### src/rtl/proc_pkg.sv
// Shared types and widths for the 8-bit processor core.
package proc_pkg;

    localparam int DATA_W = 8;
    localparam int PC_W   = 8;
    localparam int REG_W  = 3;
    localparam int LBL_W  = 4;
    localparam int OP_W   = 4;

    typedef enum logic [OP_W-1:0] {
        OP_ADD  = 4'h0,
        OP_SUB  = 4'h1,
        OP_AND  = 4'h2,
        OP_OR   = 4'h3,
        OP_XOR  = 4'h4,
        OP_SHL  = 4'h5,
        OP_SHR  = 4'h6,
        OP_ADDI = 4'h7,
        OP_LD   = 4'h8,
        OP_ST   = 4'h9,
        OP_SLT  = 4'hA,
        OP_BR   = 4'hB,
        OP_BC   = 4'hC,
        OP_LBL  = 4'hD,
        OP_NOP  = 4'hE,
        OP_HALT = 4'hF
    } opcode_t;

    // Decoded control bundle, one bit per external control output.
    typedef struct packed {
        logic mem_read;
        logic mem_write;
        logic label_read;
        logic label_write;
        logic reg_write;
        logic halt;
    } ctrl_t;

endpackage

### src/rtl/proc_if.sv
// Fetch / register-file / control bus between the core and its environment.
// master = core side, slave = ROM + register file + memory side.
interface proc_if;
    import proc_pkg::*;

    logic [DATA_W-1:0] instr_i;
    logic [DATA_W-1:0] rs1_data_i;
    logic [DATA_W-1:0] rs2_data_i;
    logic              cond_i;

    logic [PC_W-1:0]   pc_o;
    logic              mem_read_o;
    logic              mem_write_o;
    logic              label_read_o;
    logic              label_write_o;
    logic              reg_write_o;
    logic              halt_o;
    logic [OP_W-1:0]   alu_op_o;
    logic [LBL_W-1:0]  branch_addr_o;
    logic [1:0]        const_o;
    logic [REG_W-1:0]  rd_o;
    logic [REG_W-1:0]  rs1_o;
    logic [REG_W-1:0]  rs2_o;
    logic [DATA_W-1:0] alu_out_o;
    logic              overflow_o;
    logic              taken_o;
    logic              halted_o;

    modport master (
        input  instr_i, rs1_data_i, rs2_data_i, cond_i,
        output pc_o, mem_read_o, mem_write_o, label_read_o, label_write_o,
               reg_write_o, halt_o, alu_op_o, branch_addr_o, const_o,
               rd_o, rs1_o, rs2_o, alu_out_o, overflow_o, taken_o, halted_o
    );

    modport slave (
        output instr_i, rs1_data_i, rs2_data_i, cond_i,
        input  pc_o, mem_read_o, mem_write_o, label_read_o, label_write_o,
               reg_write_o, halt_o, alu_op_o, branch_addr_o, const_o,
               rd_o, rs1_o, rs2_o, alu_out_o, overflow_o, taken_o, halted_o
    );

endinterface

### src/rtl/proc_alu.sv
// Combinational ALU. Also forwards the address/label operand for
// memory and branch opcodes so the core has a single result path.
module proc_alu
    import proc_pkg::*;
(
    input  opcode_t           op,
    input  logic [DATA_W-1:0] a,
    input  logic [DATA_W-1:0] b,
    input  logic [1:0]        cnst,
    output logic [DATA_W-1:0] result,
    output logic              overflow
);

    logic [2:0]        k;
    logic [DATA_W:0]   add_w;
    logic [DATA_W:0]   sub_w;
    logic [DATA_W:0]   addi_w;
    logic [DATA_W+3:0] shl_w;

    // Shift distance is const+1, so 1..4; a 12-bit shift keeps every
    // shifted-out bit visible for the overflow flag.
    always_comb begin
        k      = {1'b0, cnst} + 3'd1;
        add_w  = {1'b0, a} + {1'b0, b};
        sub_w  = {1'b0, a} - {1'b0, b};
        addi_w = {1'b0, a} + {{(DATA_W-1){1'b0}}, cnst};
        shl_w  = {4'b0000, a} << k;
    end

    // Result and carry/borrow selection per opcode.
    always_comb begin
        result   = '0;
        overflow = 1'b0;
        case (op)
            OP_ADD:  begin result = add_w[DATA_W-1:0];  overflow = add_w[DATA_W];  end
            OP_SUB:  begin result = sub_w[DATA_W-1:0];  overflow = sub_w[DATA_W];  end
            OP_AND:  result = a & b;
            OP_OR:   result = a | b;
            OP_XOR:  result = a ^ b;
            OP_SHL:  begin result = shl_w[DATA_W-1:0];  overflow = |shl_w[DATA_W+3:DATA_W]; end
            OP_SHR:  result = a >> k;
            OP_ADDI: begin result = addi_w[DATA_W-1:0]; overflow = addi_w[DATA_W]; end
            OP_LD,
            OP_ST:   result = b;
            OP_SLT:  result = {{(DATA_W-1){1'b0}}, (a < b)};
            OP_BR,
            OP_BC:   result = a;
            default: result = '0;
        endcase
    end

endmodule

### src/rtl/proc_core.sv
// Single-cycle 8-bit core: decode, ALU instance and program counter.
// While start_n is low the PC output follows start_addr directly; the
// run flag then selects the registered PC once the first edge has
// executed the instruction at start_addr.
module proc_core
    import proc_pkg::*;
(
    input  logic            f_clk,
    input  logic            start_n,
    input  logic [PC_W-1:0] start_addr,
    proc_if.master          bus
);

    opcode_t           op;
    ctrl_t             ctrl;
    logic [DATA_W-1:0] alu_out;
    logic              alu_ovf;
    logic              taken;

    logic              run_q;
    logic [PC_W-1:0]   pc_q;
    logic              halted_q;
    logic [PC_W-1:0]   cur_pc;
    logic [PC_W-1:0]   next_pc;

    assign op = opcode_t'(bus.instr_i[7:4]);

    // Control decode; anything not listed for an opcode stays 0.
    always_comb begin
        ctrl = '0;
        case (op)
            OP_ADD, OP_SUB, OP_AND, OP_OR, OP_XOR,
            OP_SHL, OP_SHR, OP_ADDI, OP_SLT:
                     ctrl.reg_write = 1'b1;
            OP_LD:   begin ctrl.mem_read = 1'b1; ctrl.reg_write = 1'b1; end
            OP_ST:   ctrl.mem_write = 1'b1;
            OP_BR,
            OP_BC:   ctrl.label_read = 1'b1;
            OP_LBL:  begin ctrl.label_write = 1'b1; ctrl.reg_write = 1'b1; end
            OP_HALT: ctrl.halt = 1'b1;
            default: ctrl = '0;
        endcase
    end

    proc_alu u_alu (
        .op       (op),
        .a        (bus.rs1_data_i),
        .b        (bus.rs2_data_i),
        .cnst     (bus.instr_i[1:0]),
        .result   (alu_out),
        .overflow (alu_ovf)
    );

    // Branch resolution: BR always, BC on the stored condition bit.
    always_comb begin
        taken = (op == OP_BR) || ((op == OP_BC) && bus.cond_i);
    end

    // Current PC is start_addr until the first post-reset edge.
    always_comb begin
        cur_pc = run_q ? pc_q : start_addr;
    end

    // Next PC by priority: hold on halt, branch target, then increment.
    always_comb begin
        next_pc = cur_pc + PC_W'(1);
        if (halted_q || ctrl.halt)
            next_pc = cur_pc;
        else if (taken)
            next_pc = alu_out;
    end

    // PC, run flag and sticky halt register.
    always_ff @(posedge f_clk or negedge start_n) begin
        if (!start_n) begin
            run_q    <= 1'b0;
            pc_q     <= '0;
            halted_q <= 1'b0;
        end else begin
            run_q <= 1'b1;
            pc_q  <= next_pc;
            if (ctrl.halt)
                halted_q <= 1'b1;
        end
    end

    assign bus.pc_o          = cur_pc;
    assign bus.mem_read_o    = ctrl.mem_read;
    assign bus.mem_write_o   = ctrl.mem_write;
    assign bus.label_read_o  = ctrl.label_read;
    assign bus.label_write_o = ctrl.label_write;
    assign bus.reg_write_o   = ctrl.reg_write;
    assign bus.halt_o        = ctrl.halt;
    assign bus.alu_op_o      = bus.instr_i[7:4];
    assign bus.branch_addr_o = bus.instr_i[3:0];
    assign bus.const_o       = bus.instr_i[1:0];
    assign bus.rd_o          = {1'b0, bus.instr_i[3:2]};
    assign bus.rs1_o         = {1'b0, bus.instr_i[3:2]};
    assign bus.rs2_o         = {1'b0, bus.instr_i[1:0]};
    assign bus.alu_out_o     = alu_out;
    assign bus.overflow_o    = alu_ovf;
    assign bus.taken_o       = taken;
    assign bus.halted_o      = halted_q;

endmodule

### src/flat_wrapper.sv
// flat-port wrapper written by rule: the top's interface ports become plain ports
module proc_core_flat import proc_pkg::*;
  (f_clk, start_n, start_addr, bus_instr_i, bus_rs1_data_i, bus_rs2_data_i, bus_cond_i, bus_pc_o, bus_mem_read_o, bus_mem_write_o, bus_label_read_o, bus_label_write_o, bus_reg_write_o, bus_halt_o, bus_alu_op_o, bus_branch_addr_o, bus_const_o, bus_rd_o, bus_rs1_o, bus_rs2_o, bus_alu_out_o, bus_overflow_o, bus_taken_o, bus_halted_o);
  proc_if bus_i ();
  input  logic f_clk;
  input  logic start_n;
  input  logic [PC_W-1:0] start_addr;
  input wire logic [$bits(bus_i.instr_i)-1:0] bus_instr_i;
  input wire logic [$bits(bus_i.rs1_data_i)-1:0] bus_rs1_data_i;
  input wire logic [$bits(bus_i.rs2_data_i)-1:0] bus_rs2_data_i;
  input wire logic [$bits(bus_i.cond_i)-1:0] bus_cond_i;
  output wire logic [$bits(bus_i.pc_o)-1:0] bus_pc_o;
  output wire logic [$bits(bus_i.mem_read_o)-1:0] bus_mem_read_o;
  output wire logic [$bits(bus_i.mem_write_o)-1:0] bus_mem_write_o;
  output wire logic [$bits(bus_i.label_read_o)-1:0] bus_label_read_o;
  output wire logic [$bits(bus_i.label_write_o)-1:0] bus_label_write_o;
  output wire logic [$bits(bus_i.reg_write_o)-1:0] bus_reg_write_o;
  output wire logic [$bits(bus_i.halt_o)-1:0] bus_halt_o;
  output wire logic [$bits(bus_i.alu_op_o)-1:0] bus_alu_op_o;
  output wire logic [$bits(bus_i.branch_addr_o)-1:0] bus_branch_addr_o;
  output wire logic [$bits(bus_i.const_o)-1:0] bus_const_o;
  output wire logic [$bits(bus_i.rd_o)-1:0] bus_rd_o;
  output wire logic [$bits(bus_i.rs1_o)-1:0] bus_rs1_o;
  output wire logic [$bits(bus_i.rs2_o)-1:0] bus_rs2_o;
  output wire logic [$bits(bus_i.alu_out_o)-1:0] bus_alu_out_o;
  output wire logic [$bits(bus_i.overflow_o)-1:0] bus_overflow_o;
  output wire logic [$bits(bus_i.taken_o)-1:0] bus_taken_o;
  output wire logic [$bits(bus_i.halted_o)-1:0] bus_halted_o;
  assign bus_i.instr_i = bus_instr_i;
  assign bus_i.rs1_data_i = bus_rs1_data_i;
  assign bus_i.rs2_data_i = bus_rs2_data_i;
  assign bus_i.cond_i = bus_cond_i;
  assign bus_pc_o = bus_i.pc_o;
  assign bus_mem_read_o = bus_i.mem_read_o;
  assign bus_mem_write_o = bus_i.mem_write_o;
  assign bus_label_read_o = bus_i.label_read_o;
  assign bus_label_write_o = bus_i.label_write_o;
  assign bus_reg_write_o = bus_i.reg_write_o;
  assign bus_halt_o = bus_i.halt_o;
  assign bus_alu_op_o = bus_i.alu_op_o;
  assign bus_branch_addr_o = bus_i.branch_addr_o;
  assign bus_const_o = bus_i.const_o;
  assign bus_rd_o = bus_i.rd_o;
  assign bus_rs1_o = bus_i.rs1_o;
  assign bus_rs2_o = bus_i.rs2_o;
  assign bus_alu_out_o = bus_i.alu_out_o;
  assign bus_overflow_o = bus_i.overflow_o;
  assign bus_taken_o = bus_i.taken_o;
  assign bus_halted_o = bus_i.halted_o;
  proc_core u_core (.f_clk(f_clk), .start_n(start_n), .start_addr(start_addr), .bus(bus_i));
endmodule
### config.mk
export PLATFORM = sky130hd
export DESIGN_NAME = proc_core_flat
export DESIGN_NICKNAME = d
export VERILOG_FILES = /design/src/rtl/proc_pkg.sv /design/src/rtl/proc_if.sv /design/src/rtl/proc_alu.sv /design/src/rtl/proc_core.sv /design/src/flat_wrapper.sv
export SDC_FILE = /design/constraint.sdc
export NUM_CORES = 1
export LEC_CHECK = 0
export ABC_AREA = 1
export CAP_MARGIN = 0
export CORE_ASPECT_RATIO = 0.75
export CORE_MARGIN = 1
export CORE_UTILIZATION = 30
export CTS_BUF_LIST = sky130_fd_sc_hd__clkbuf_16
export CTS_CLUSTER_SIZE = 12
export DETAILED_ROUTE_END_ITERATION = 16
export SLEW_MARGIN = 10
export SYNTH_ARGS = -nofsm -noshare
export SYNTH_HDL_FRONTEND = slang
export SYNTH_SLANG_ARGS = --single-unit
### constraint.sdc
create_clock -name f_clk -period 3.2 [get_ports f_clk]
set_input_delay 0.64 -clock f_clk [delete_from_list [all_inputs] [get_ports f_clk]]
set_output_delay 0.64 -clock f_clk [all_outputs]
set_load 0.005 [all_outputs]
# After elaboration in Yosys (flattened, before gate mapping)
# Index checks and enable logic that the tools add are counted.
# classes
add_sub_neg	5
n_lt_le_gt_ge	1
eq_ne	14
n_shift	2
muxes	11
bitwise	3
reduce_logical	8
# ops
operator	count
one-hot mux 8 bit (11 select lines)	1
equality test 4 bit (second input constant)	7
two-way mux 8 bit	3
equality test 4 x 3 -> 1 bit (second input constant)	4
left shift 8 x 3 -> 12 bit	1
OR reduction 11 bit	1
adder 8 x 2 -> 9 bit	1
adder 8 x 8 -> 9 bit	1
subtractor 8 x 8 -> 9 bit	1
adder 8 x 1 -> 8 bit (second input constant)	1
AND 8 bit	1
equality test 4 x 2 -> 1 bit (second input constant)	2
< comparator 8 bit	1
bitwise OR 8 bit	1
>> shifter 8 x 3 -> 8 bit	1
XOR 8 bit	1
two-way mux 1 bit	6
equality test 4 x 1 -> 1 bit (second input constant)	1
zero test 4 bit	1
one-hot mux 1 bit (4 select lines)	1
OR reduction 2 bit	2
OR reduction 4 bit	1
adder 2 x 1 -> 3 bit (second input constant)	1
logical OR 1 bit	2
logical AND 1 bit	1
# totals
register_bits	10
input_bits	35
out_inout_bits	44

# Longest topological paths before layout
# Gate-level depths: netlist (run 1).
# logic_depth
ltp_word	5
depth_mapped	16

# Hierarchy
# Synthesis (run 1) repeated with hierarchy kept, for this count alone.
# unflattened
hier_cells	566
area_unflattened_um2	3084.2
# modules_own_cells
module	instances	cells_each	area_each_um2	seq_area_each_um2
proc_alu	1	420	2090.8	0.0
proc_core	1	146	993.5	250.2

# Least setup slack after synthesis (run 1)
# No wires, ideal clock.
# synth_timing
kind	input to output
from	input bus_rs1_data_i[2]
to	output bus_overflow_o
arrival_ns	1.980
required_ns	2.560
slack_ns	0.580
path_stages	14
n_path_buf	2
cell_sequence	buf_2 inv_1 ha_1 buf_2 inv_1 nand4_1 nand3_1 nand2_1 inv_1 o21ai_0 nand2_1 nand2_1 inv_1 nand3_1
# synth_via
elab_chain_cells	3
# synth_rtl
element	line	source
start: declaration	flat_wrapper.sv:9	input wire logic [$bits(bus_i.rs1_data_i)-1:0] bus_rs1_data_i;
branches (longest 2 deep; another with adder 8 x 2 -> 9 bit)	-	
one-hot mux 1 bit (4 select lines) *	proc_alu.sv:34	case (op)
end: declaration	flat_wrapper.sv:26	output wire logic [$bits(bus_i.overflow_o)-1:0] bus_overflow_o;
# Mark *: on every way between the ends.

# Worst setup path in the final report (run 1)
# layout_timing
from	input bus_instr_i[1]
to	output bus_alu_out_o[6]
# layout_via
elab_chain_cells	3
# layout_rtl
element	line	source
start: declaration	flat_wrapper.sv:8	input wire logic [$bits(bus_i.instr_i)-1:0] bus_instr_i;
adder 2 x 1 -> 3 bit	proc_alu.sv:23	k = {1'b0, cnst} + 3'd1;
>> shifter 8 x 3 -> 8 bit or left shift 8 x 3 -> 12 bit (tied branches)	proc_alu.sv:41, proc_alu.sv:27	
one-hot mux 8 bit (11 select lines) *	proc_alu.sv:34	
end: declaration	flat_wrapper.sv:25	output wire logic [$bits(bus_i.alu_out_o)-1:0] bus_alu_out_o;
# Mark *: on every way between the ends. The rest lies on a longest branch, timed or not.

==> summary.md, run 1 <==
| Metric | Value |
|---|---|
| Die Y | 89.85 microns |
| Clock root cell | clkbuf_16 |
| Status | finished, final reports clean |
| CTS sink cnt | 10 |
| CTS HTree Levels | 1 |
| Max-slew headroom | 0.5990 |
| Nets | 827 |
| DR vias | 4309 |
| Crit-path cells | dlygate4sd2_1 > inv_1 > fa_2 > inv_1 > nand3_1 > nand3_1 > nand2_1 > nor3_2 > nand3_1 > dlygate4sd2_1 |
| IO Port Bufs | 67 |
| Initial antenna violation count | 0 |
| Routed len/inst | 14.23 microns |
| Clock skew | 4.303 ps |
| Fin crit period | 3105 ps |
| Final period util | 0.9704 |
| First-pass GRT wire length | 20000 microns |
| Yosys Warn Count | 0 |
| Worst skew pair latency | 230 ps |
| I/O Pins | 79 |
| Post-route cell area | 0.005161 sq mm |
| Synth Cell Area | 0.003087 sq mm |
| Slew Limit Fails | 0 |
| Post-synthesis async set-or-reset flop share | 1.000 |
| Synth top area cells | nand2_1 23%, ha_1 12%, nand3_1 10%, inv_1 9.6%, dfrtp_1 8.1% |
| Final non-filler cell total | 890 |
| DP Area | 0.004649 sq mm |
| RSZ-0062 raised after global routing | no |
| GR Util All Layers | 0.2311 |
| Hold Path Stages | 2 |
| Critical hold path startpoint | u_core.bus.halted_o |
| CTS Buf Count | 3 |
| Post-synth EDFFs | 0 |
| CP max FO | 4 |
| Post-Place Cells | 862 |
| Reg2reg setup slack | 1140 ps |
| Final hold viol count | 0 |
| Seq/Total Area, Yosys | 0.08107 |
| Drt via density | 4.842 |
| Max-cap violations | 0 |
| Final Setup Violations | 0 |
| FP Rows | 31 |
| Chip width | 119.1 microns |
| Avg Cell Area, Syn | 5.434 sq um |
| Leak pwr | 2.767 nW |
| Post-DP HPWL | 10020 microns |
| Drt total wl | 12660 microns |
| Reg-to-reg endpoint | u_core.pc_q[6] |
| Worst Hold End | u_core.pc_q[1] |
| Crit path kind | primary input to primary output |
| Most frequent CP cell | nand3_1 |
| Cells after Synth | 568 |
| Data required time of the worst path | 2560 ps |
| Starting Density | 0.3145 |
| CTS clk-pin slew, worst paths | 40 ps |
| Largest net degree at the start of global routing | 17 |
| Drt pass-1 iters | 5 |
| Commonest non-fill, non-tap cell in the layout | nand2_1 |
| Iter 0 DRT Violations | 397 |
| Die ar. | 0.01070 sq mm |
| GR Overflow Total | 0 |
| P&R area growth vs syn | 67.21% |
| Max IR drop VDD | 0.0001930 V |
| Antenna cells | 0 |
| Synth top area share | 0.2323 |
| DRC viols | 0 |
| Distinct cells, synth | 38 |
| CTS tree | yes |
| Start of the worst register-to-register path | u_core.run_q |
| Remaining antenna violation count | 0 |
| Clock buffer depth | 2 |
| Most frequent cells in the layout | 184 x nand2_1, 145 x buf_4, 63 x inv_1, 61 x nand3_1, 43 x nor2_1 |
| Core Footprint | 0.009813 sq mm |
| Fill cell count | 1011 |
| CP arrival | 2470 ps |
| Worst Setup End Kind | primary output |
| Worst Setup Start Kind | primary input |
| Max frequency | 322.0 MHz |
| Crit-path max cell delay | 400 ps |
| Worst Reg-to-Reg Cells | 12 |
| Pwr/cell area | 223.3 mW/mm^2 |
| Class of the worst hold path | flip-flop to flip-flop |
| Seq cells post-synth | 10 |
| Main synth FF type | dfrtp_1 |
| Slowest CP cell | fa_2 |
| Vias in the first global route | 4104 |
| Share of layout cells above drive strength 1 | 0.3298 |
| Worst-Margin Slew | 601.5 ps |
| Cell taking the most area after synthesis | nand2_1 |
| Routability cong. | 0.8980 |
[how the worst max path moves through the flow]
stage | depth (start not counted) | slack, ps | end | startpoint
global route | 9 | 9 | bus_alu_out_o[1] | bus_instr_i[1]
floorplan | 14 | 580 | bus_overflow_o | bus_rs1_data_i[2]
detailed placement | 15 | -610 | bus_overflow_o | bus_rs1_data_i[0]
finish | 10 | 90 | bus_alu_out_o[6] | bus_instr_i[1]
CTS | 12 | -100 | bus_overflow_o | bus_rs2_data_i[3]
global placement | 11 | -560 | bus_alu_out_o[6] | bus_instr_i[0]
[sequential cells by signal, summed over array words and instances (netlist names)]
register	flops
u_core.bus.halted_o	1
u_core.pc_q	8
u_core.run_q	1
[cells in the mapped netlist, types with 2 or more instances]
library cell and n:
nand3_1 64, nand2_2 3, buf_2 7, conb_1 2
inv_1 79, nor2_1 55, a21oi_1 16, o21ai_1 6
inv_2 7, nor2_2 5, buf_4 19, o21ai_0 20
nor3_1 6, o211ai_1 4, nand2_1 191, buf_6 3
ha_1 29, xor2_1 4, o21ai_2 2, dfrtp_1 10
o22ai_1 2, nor2_4 3, fa_1 3, nand4_1 14
[per-stage QoR]
stage	utilization	hold WS (ps)	TNS, ps	setup slack (ps)	power (mW)
2_1_floorplan	-	344.4	0	580.1	0.4901
3_3_place_gp	0.4738	597.0	-3932	-560.5	0.8264
3_5_place_dp	0.4738	608.4	-4157	-614.3	0.8348
4_1_cts	0.5104	612.1	-101.6	-101.6	1.105
5_1_grt	0.5259	650.4	0	9.257	1.238
6_report	0.5259	611.5	0	94.81	1.153
[report_power, final]
group          leakage (nW)  internal (mW)  total (mW)  switching [mW]
clock                0.0370          0.162       0.215          0.0538
combinational          2.61          0.380       0.779           0.399
sequential            0.116          0.149       0.158         0.00933
[kinds of logic after synthesis]
kind of cell               synth area share
other                              0.002433
xor gates and xnor gates            0.01419
and+or+nand+nor                      0.4816
buffers and inverters                0.1759
AOI/OAI and AO/OA                    0.1078
DFF                                 0.08107
adders and majority gates            0.1370
[timing repair]
action	4_1_cts	5_1_grt
endpoints found under the setup margin	9	8
gates cloned	0	0
hold buffers	0	0
buffers inserted	19	6
gates resized for setup	77	52
pin swaps	18	20
[metal layers]
layer,wire [microns],GRT usage
met5,0,0
met4,228,0.04852
met3,923,0.02602
met2,5561,0.3711
met1,5950,0.3295
[critical path, delay by kind of cell]
family | cells | cell delay (ps)
adders and majority gates | 1 | 400
buffers and inverters | 4 | 790
and+or+nand+nor | 5 | 640
[final cells by class]
type                            instances  area (sq um)  share of cell area
Tap cell                              132         165.2             0.03200
Clock buffer                            3         75.07             0.01455
Sequential cell                        10         250.2             0.04848
Timing Repair Buffer                  215          1767              0.3423
Multi-Input combinational cell        443          2575              0.4989
Inverter                               87         329.1             0.06376
(Power assumes the default switching activity.)
==> inputs of run 2 (changes only) <==
CTS_CLUSTER_DIAMETER = 40   (was unset)
GPL_ROUTABILITY_DRIVEN = 0   (was unset)
==> run 2 against run 1 <==
  * Power decreased by 2.7%
  * Critical path type unchanged
  * Critical path depth increased by 2
  * Largest cell class unchanged
  * Wire length decreased by 2.7%
==> summary.md, run 2 (synthesized netlist as in run 1, its figures left out) <==
| Metric | Value |
|---|---|
| Status | finished, final reports clean (unchanged) |
| Met1 Use GR | 0.3341 (was 0.3295) |
| Max-slew headroom | 0.6164 (was 0.5990) |
| Clock buffer depth | 2 (unchanged) |
| RSZ-0062 raised after global routing | yes (was no) |
| Worst setup margin | 19.60 ps (was 94.81 ps) |
| First-pass GRT wire length | 20450 microns (was 20000 microns) |
| Int Pwr | 0.6691 mW (was 0.6908 mW) |
| Initial antenna violation count | 0 (unchanged) |
| DRC viols | 0 (unchanged) |
| Final Setup Violations | 0 (unchanged) |
| P&R area growth vs syn | 62.06% (was 67.21%) |
| CTS clk-pin slew, worst paths | 40 ps (about the same) |
| Leak pwr | 2.670 nW (was 2.767 nW) |
| Worst skew pair latency | 240 ps (was 230 ps) |
| Die ar. | 0.01070 sq mm (unchanged) |
| Clock skew | 3.715 ps (was 4.303 ps) |
| Most frequent cells in the layout | 187 x nand2_1, 129 x buf_4, 62 x inv_1, 60 x nand3_1, 45 x nor2_1 (was 184 x nand2_1, 145 x buf_4, 63 x inv_1, 61 x nand3_1, 43 x nor2_1) |
| Routed len/inst | 14.05 microns (was 14.23 microns) |
| Antenna cells | 0 (unchanged) |
| Drt pass-1 iters | 5 (unchanged) |
| Start of the worst register-to-register path | u_core.run_q (unchanged) |
| Final hold viol count | 0 (unchanged) |
| Remaining antenna violation count | 0 (unchanged) |
| I/O Pins | 79 (unchanged) |
| CTS sink cnt | 10 (unchanged) |
| CTS tree | yes (unchanged) |
| Max-cap violations | 0 (unchanged) |
| Class of the worst hold path | flip-flop to flip-flop (unchanged) |
| Iter 0 DRT Violations | 317 (was 397) |
| CP arrival | 2540 ps (was 2470 ps) |
| Commonest non-fill, non-tap cell in the layout | nand2_1 (unchanged) |
| Crit path kind | primary input to primary output (unchanged) |
| Worst setup slack after placement | -575.1 ps (was -614.3 ps) |
| Total power after layout | 1.121 mW (was 1.153 mW) |
| GR peak layer | met2 (unchanged) |
| Fin util | 0.5098 (was 0.5259) |
| Max FFs per register | 8 (unchanged) |
| Max IR drop VDD | 0.0001810 V (was 0.0001930 V) |
| Vias in the first global route | 4272 (was 4104) |
| Clock root cell | clkbuf_16 (unchanged) |
| Sw frac | 0.4034 (was 0.4006) |
| Fin crit period | 3180 ps (was 3105 ps) |
| Die Y | 89.85 microns (unchanged) |
| Final period util | 0.9939 (was 0.9704) |
| DR vias | 4312 (was 4309) |
| Seq pwr share | 0.141 (was 0.137) |
| Chip width | 119.1 microns (unchanged) |
| CTS HTree Levels | 1 (unchanged) |
| Data required time of the worst path | 2560 ps (about the same) |
| Clk pwr share | 0.200 (was 0.187) |
| Logic pwr share | 0.659 (was 0.676) |
| Share of layout cells above drive strength 1 | 0.3087 (was 0.3298) |
| CTS Buf Count | 3 (unchanged) |
| M3 GR Usage | 0.03046 (was 0.02602) |
| GR Util met2 | 0.3784 (was 0.3711) |
| Pwr/cell area | 224.2 mW/mm^2 (was 223.3 mW/mm^2) |
| CP max FO | 7 (was 4) |
| Nets | 813 (was 827) |
| Starting Density | 0.3145 (unchanged) |
| Worst Setup End Kind | primary output (unchanged) |
| Fill cell count | 970 (was 1011) |
| GR Overflow Total | 0 (unchanged) |
| Slew Limit Fails | 0 (unchanged) |
| Psw | 0.4524 mW (was 0.4617 mW) |
| Post-DP HPWL | 9951 microns (was 10020 microns) |
| IO Port Bufs | 67 (unchanged) |
| Worst-Margin Slew | 575.4 ps (was 601.5 ps) |
| CP startpoint | bus_rs1_data_i[6] (was bus_instr_i[1]) |
| Max frequency | 314.4 MHz (was 322.0 MHz) |
| Most flops, register | u_core.pc_q (unchanged) |
| Largest net degree at the start of global routing | 17 (unchanged) |
| Core Footprint | 0.009813 sq mm (unchanged) |
| Worst Setup Start Kind | primary input (unchanged) |
| GR Util All Layers | 0.2349 (was 0.2311) |
| Critical hold path startpoint | u_core.bus.halted_o (unchanged) |
| Drt via density | 4.917 (was 4.842) |
| FP Rows | 31 (unchanged) |
| Drt total wl | 12330 microns (was 12660 microns) |
[run 2: cell count changes in the layout (fill, tap and decap cells not counted), moves of 2 or more]
cell | before | now
clkbuf_2 | 4 | 7
dlymetal6s2s_1 | 5 | 1
nand2_2 | 10 | 7
nand3_2 | 2 | 4
nand2_1 | 184 | 187
buf_6 | 2 | 4
nor2_4 | 7 | 5
nor2_1 | 43 | 45
a21oi_1 | 8 | 10
buf_4 | 145 | 129
clkdlybuf4s50_1 | 39 | 41
[run 2: routing by layer]
metal  wire (microns)  share of wire
met1             5546           0.45
met2             5422           0.44
met3             1094          0.089
met4              261          0.021
met5                0              0
[run 2: worst max-delay path: stages]
cell             delay (ps)
clkdlybuf4s50_1         490
buf_4                   170
nand2_1                  80
nand2_1                  80
inv_1                    60
nor3_2                  160
buf_4                   150
nor2_1                   40
nand3_1                  90
nor2_2                   50
inv_1                    40
clkdlybuf4s50_1         480
[run 2: layout make-up]
class                      count  area [sq um]  share of cell area
multi-input combinational    443          2529              0.5055
timing repair buffer         201          1647              0.3292
inverter                      87         332.8             0.06653
sequential                    10         250.2             0.05002
tap                          132         165.2             0.03302
clock buffer                   3         75.07             0.01501
clock inverter                 1         3.754           0.0007504
[run 2: power groups by stage]
stage	sequential, mW	combinational, mW	clock [mW]
2_1_floorplan	0.155	0.335	0
3_3_place_gp	0.159	0.661	0
3_5_place_dp	0.160	0.671	0
4_1_cts	0.158	0.711	0.227
5_1_grt	0.160	0.811	0.236
6_report	0.158	0.739	0.224
[run 2: final timing paths]
check | end | cells past startpoint | slack [ps]
min in group asynchronous | u_core.run_q | 1 | 730
setup / recovery | bus_alu_out_o[5] | 12 | 20
hold / removal | u_core.pc_q[1] | 2 | 630
hold reg to reg | u_core.pc_q[1] | 2 | 630
setup reg to reg | u_core.pc_q[6] | 12 | 1130
max in group asynchronous | u_core.bus.halted_o | 1 | 2150
[run 2: repair_timing]
| action | CTS | global route |
|---|---|---|
| hold buffers | 0 | 0 |
| setup buffers | 10 | 4 |
| pin swaps | 18 | 12 |
| setup endpoints to repair | 9 | 8 |
| resized for setup | 90 | 33 |
[run 2: stage by stage]
step                      instances  TNS [ps]  hold slack, ps  area, sq um
after floorplan                 570         0           344.4         3094
after global placement          859     -3797           597.8         4627
after detailed placement        859     -3998           616.2         4627
after CTS                       873         0           626.7         4937
after global routing            877    -180.3           651.4         5002
final                           877         0           626.2         5002
==> inputs of run 3 (changes only) <==
HOLD_SLACK_MARGIN = 0.05   (was unset)
clock period = 3.57 ns   (was 3.2 ns; I/O delays follow)
==> run 3 against run 2 <==
  * Global-route usage fell by 1.0 points
  * Sequential share of layout area rose by 0.22 points
  * Critical path depth fell by 1
  * Worst setup slack improved by 89 ps
  * Count of clock-buffer cells in the layout did not move
  * Via count fell by 3.5%
  * Hold slack improved by 4.0 ps
  * Register-to-register slack improved by 390 ps
  * Power fell by 14%
  * Largest cell class unchanged
==> summary.md, run 3 (synthesized netlist as in run 1, its figures left out) <==
| Metric | Value |
|---|---|
| Crit path kind | primary input to primary output (unchanged) |
| Iter 0 DRT Violations | 306 (was 317) |
| Drt total wl | 11880 microns (was 12330 microns) |
| Die ar. | 0.01070 sq mm (unchanged) |
| P&R area growth vs syn | 55.13% (was 62.06%) |
| GR Overflow Total | 0 (unchanged) |
| Most frequent cells in the layout | 187 x nand2_1, 101 x buf_4, 68 x inv_1, 63 x nand3_1 (was 187 x nand2_1, 129 x buf_4, 62 x inv_1, 60 x nand3_1, 45 x nor2_1) |
| Post-DP HPWL | 9759 microns (was 9951 microns) |
| Max frequency | 288.9 MHz |
| CP arrival | 2750 ps (was 2540 ps) |
| Worst setup margin | 108.2 ps (was 19.60 ps) |
| Crit-path cells | clkdlybuf4s15_1 > buf_4 > ha_1 > inv_2 > o21ai_0 > nand2_1 > nand2_1 > nand3_1 > nor2_2 > inv_1 > clkdlybuf4s50_1 (was clkdlybuf4s50_1 > buf_4 > nand2_1 > nand2_1 > inv_1 > nor3_2 > buf_4 > nor2_1 > nand3_1 > nor2_2 > inv_1 > clkdlybuf4s50_1) |
| Chip width | 119.1 microns (unchanged) |
| Share of layout cells above drive strength 1 | 0.2517 (was 0.3087) |
| Cts hold-fix bufs | 0 (unchanged) |
| Clock skew | 3.526 ps (was 3.715 ps) |
| Leak pwr | 2.597 nW (was 2.670 nW) |
| Pwr/cell area | 202.3 mW/mm^2 (was 224.2 mW/mm^2) |
| GR Util All Layers | 0.2249 (was 0.2349) |
| Worst Setup End Kind | primary output (unchanged) |
| FP Rows | 31 (unchanged) |
| First-pass GRT wire length | 19550 microns (was 20450 microns) |
| Met2 WL | 5057 microns (was 5422 microns) |
| WL met1 | 5495 microns (was 5546 microns) |
| Remaining antenna violation count | 0 (unchanged) |
| Nets | 784 (was 813) |
| Worst skew pair latency | 240 ps (about the same) |
| DR vias | 4159 (was 4312) |
| CTS sink cnt | 10 (unchanged) |
| Drt via density | 4.910 (was 4.917) |
| Setup TNS | 0 ps (unchanged) |
| IO Port Bufs | 67 (unchanged) |
| CTS clk-pin slew, worst paths | 40 ps (about the same) |
| Most frequent CP cell | nand2_1 |
| Worst-Margin Slew | 553.6 ps (was 575.4 ps) |
| Fin crit period | 3462 ps |
| Final Setup Violations | 0 (unchanged) |
| Status | finished, final reports clean (unchanged) |
| Starting Density | 0.3145 (unchanged) |
| Routed len/inst | 14.03 microns (was 14.05 microns) |
| I/O Pins | 79 (unchanged) |
| Max-slew headroom | 0.6310 (was 0.6164) |
| Post-Place Cells | 839 (was 859) |
| Total power after layout | 0.9688 mW (was 1.121 mW) |
| Final period util | 0.9697 |
| Die Y | 89.85 microns (unchanged) |
| Initial antenna violation count | 0 (unchanged) |
| Vias in the first global route | 4043 (was 4272) |
| Max IR drop VDD | 0.0001553 V (was 0.0001810 V) |
| Worst Setup Start Kind | primary input (unchanged) |
| Slowest CP cell | clkdlybuf4s50_1 (unchanged) |
| Data required time of the worst path | 2860 ps (was 2560 ps) |
| Drt pass-1 iters | 5 (unchanged) |
| Worst setup slack after placement | -377.8 ps (was -575.1 ps) |
| Met3 Wirelength | 1098 microns (was 1094 microns) |
| Clock root cell | clkbuf_16 (unchanged) |
| Fin util | 0.4880 (was 0.5098) |
| CTS Buf Count | 3 (unchanged) |
| CTS HTree Levels | 1 (unchanged) |
| CTS tree | yes (unchanged) |
| Antenna cells | 0 (unchanged) |
| Final hold viol count | 0 (unchanged) |
| Max FFs per register | 8 (unchanged) |
| Clock buffer depth | 2 (unchanged) |
| Most flops, register | u_core.pc_q (unchanged) |
| Final non-filler cell total | 847 (was 877) |
| CP max FO | 8 (was 7) |
| Commonest non-fill, non-tap cell in the layout | nand2_1 (unchanged) |
| Largest net degree at the start of global routing | 17 (unchanged) |
| Uppermost layer routed | met4 (unchanged) |
| DRC viols | 0 (unchanged) |
| Class of the worst hold path | flip-flop to flip-flop (unchanged) |
| Core Footprint | 0.009813 sq mm (unchanged) |
| Crit-path max cell delay | 430 ps (was 490 ps) |
| Max-cap violations | 0 (unchanged) |
| Slew Limit Fails | 0 (unchanged) |
==> run 3: cell count changes in the layout (fill, tap and decap cells not counted), sizes merged, moves of 5 or more <==
cell	change
buf	-31
dlymetal6s2s	+9
dlygate4sd2	-7
clkbuf	-5
clkdlybuf4s50	+5
==> run 3: final timing paths <==
kind / startpoint / end / slack [ps] / cells past startpoint
worst max register to register: u_core.run_q / u_core.pc_q[6] / 1520 / 12
min in group asynchronous: start_n / u_core.pc_q[3] / 800 / 1
worst min-delay path: u_core.bus.halted_o / u_core.pc_q[1] / 630 / 2
worst max-delay path: bus_instr_i[0] / bus_alu_out_o[5] / 110 / 11
worst min register to register: u_core.bus.halted_o / u_core.pc_q[1] / 630 / 2
max in group asynchronous: start_n / u_core.pc_q[5] / 2450 / 1
==> run 3: cell type report <==
type	instances	area, sq um
Fill cell	1024	5025
Clock buffer	3	75.07
Multi-Input combinational cell	443	2486
Tap cell	132	165.2
Sequential cell	10	250.2
Inverter	87	326.6
Timing Repair Buffer	172	1485
==> run 3: worst max-delay path, delay by kind of cell <==
| kind | cells | cell delay (ps) |
|---|---|---|
| buffers and inverters | 5 | 970 |
| AND/OR/NAND/NOR | 4 | 500 |
| AO/OA/AOI/OAI | 1 | 260 |
| adder cells (fa/ha/maj) | 1 | 300 |
==> run 3: layer usage <==
layer	global-route usage	vias to the layer above
met4	0.05063	0
met2	0.3532	202
met1	0.3213	1870
met3	0.03236	18
li1	-	2069
met5	0	-
==> run 3: report_power, final <==
part | switching [mW] | leakage [nW] | internal (mW)
sequential | 0.00765 | 0.116 | 0.133
clock | 0.0504 | 0.0370 | 0.145
combinational | 0.334 | 2.44 | 0.299
total | 0.392 | 2.60 | 0.577
==> run 3: timing repair <==
| action | 4_1_cts | 5_1_grt |
|---|---|---|
| setup endpoints to repair | 9 | 8 |
| setup buffers | 1 | 4 |
| resized for setup | 42 | 40 |
| pin swaps | 9 | 15 |
==> run 3: stage by stage <==
| stage | instance area (sq um) | hold slack, ps |
|---|---|---|
| floorplan | 3094 | 418.4 |
| global placement | 4477 | 600.8 |
| detailed placement | 4477 | 617.9 |
| CTS | 4669 | 627.4 |
| global route | 4788 | 653.8 |
| finish | 4788 | 630.2 |
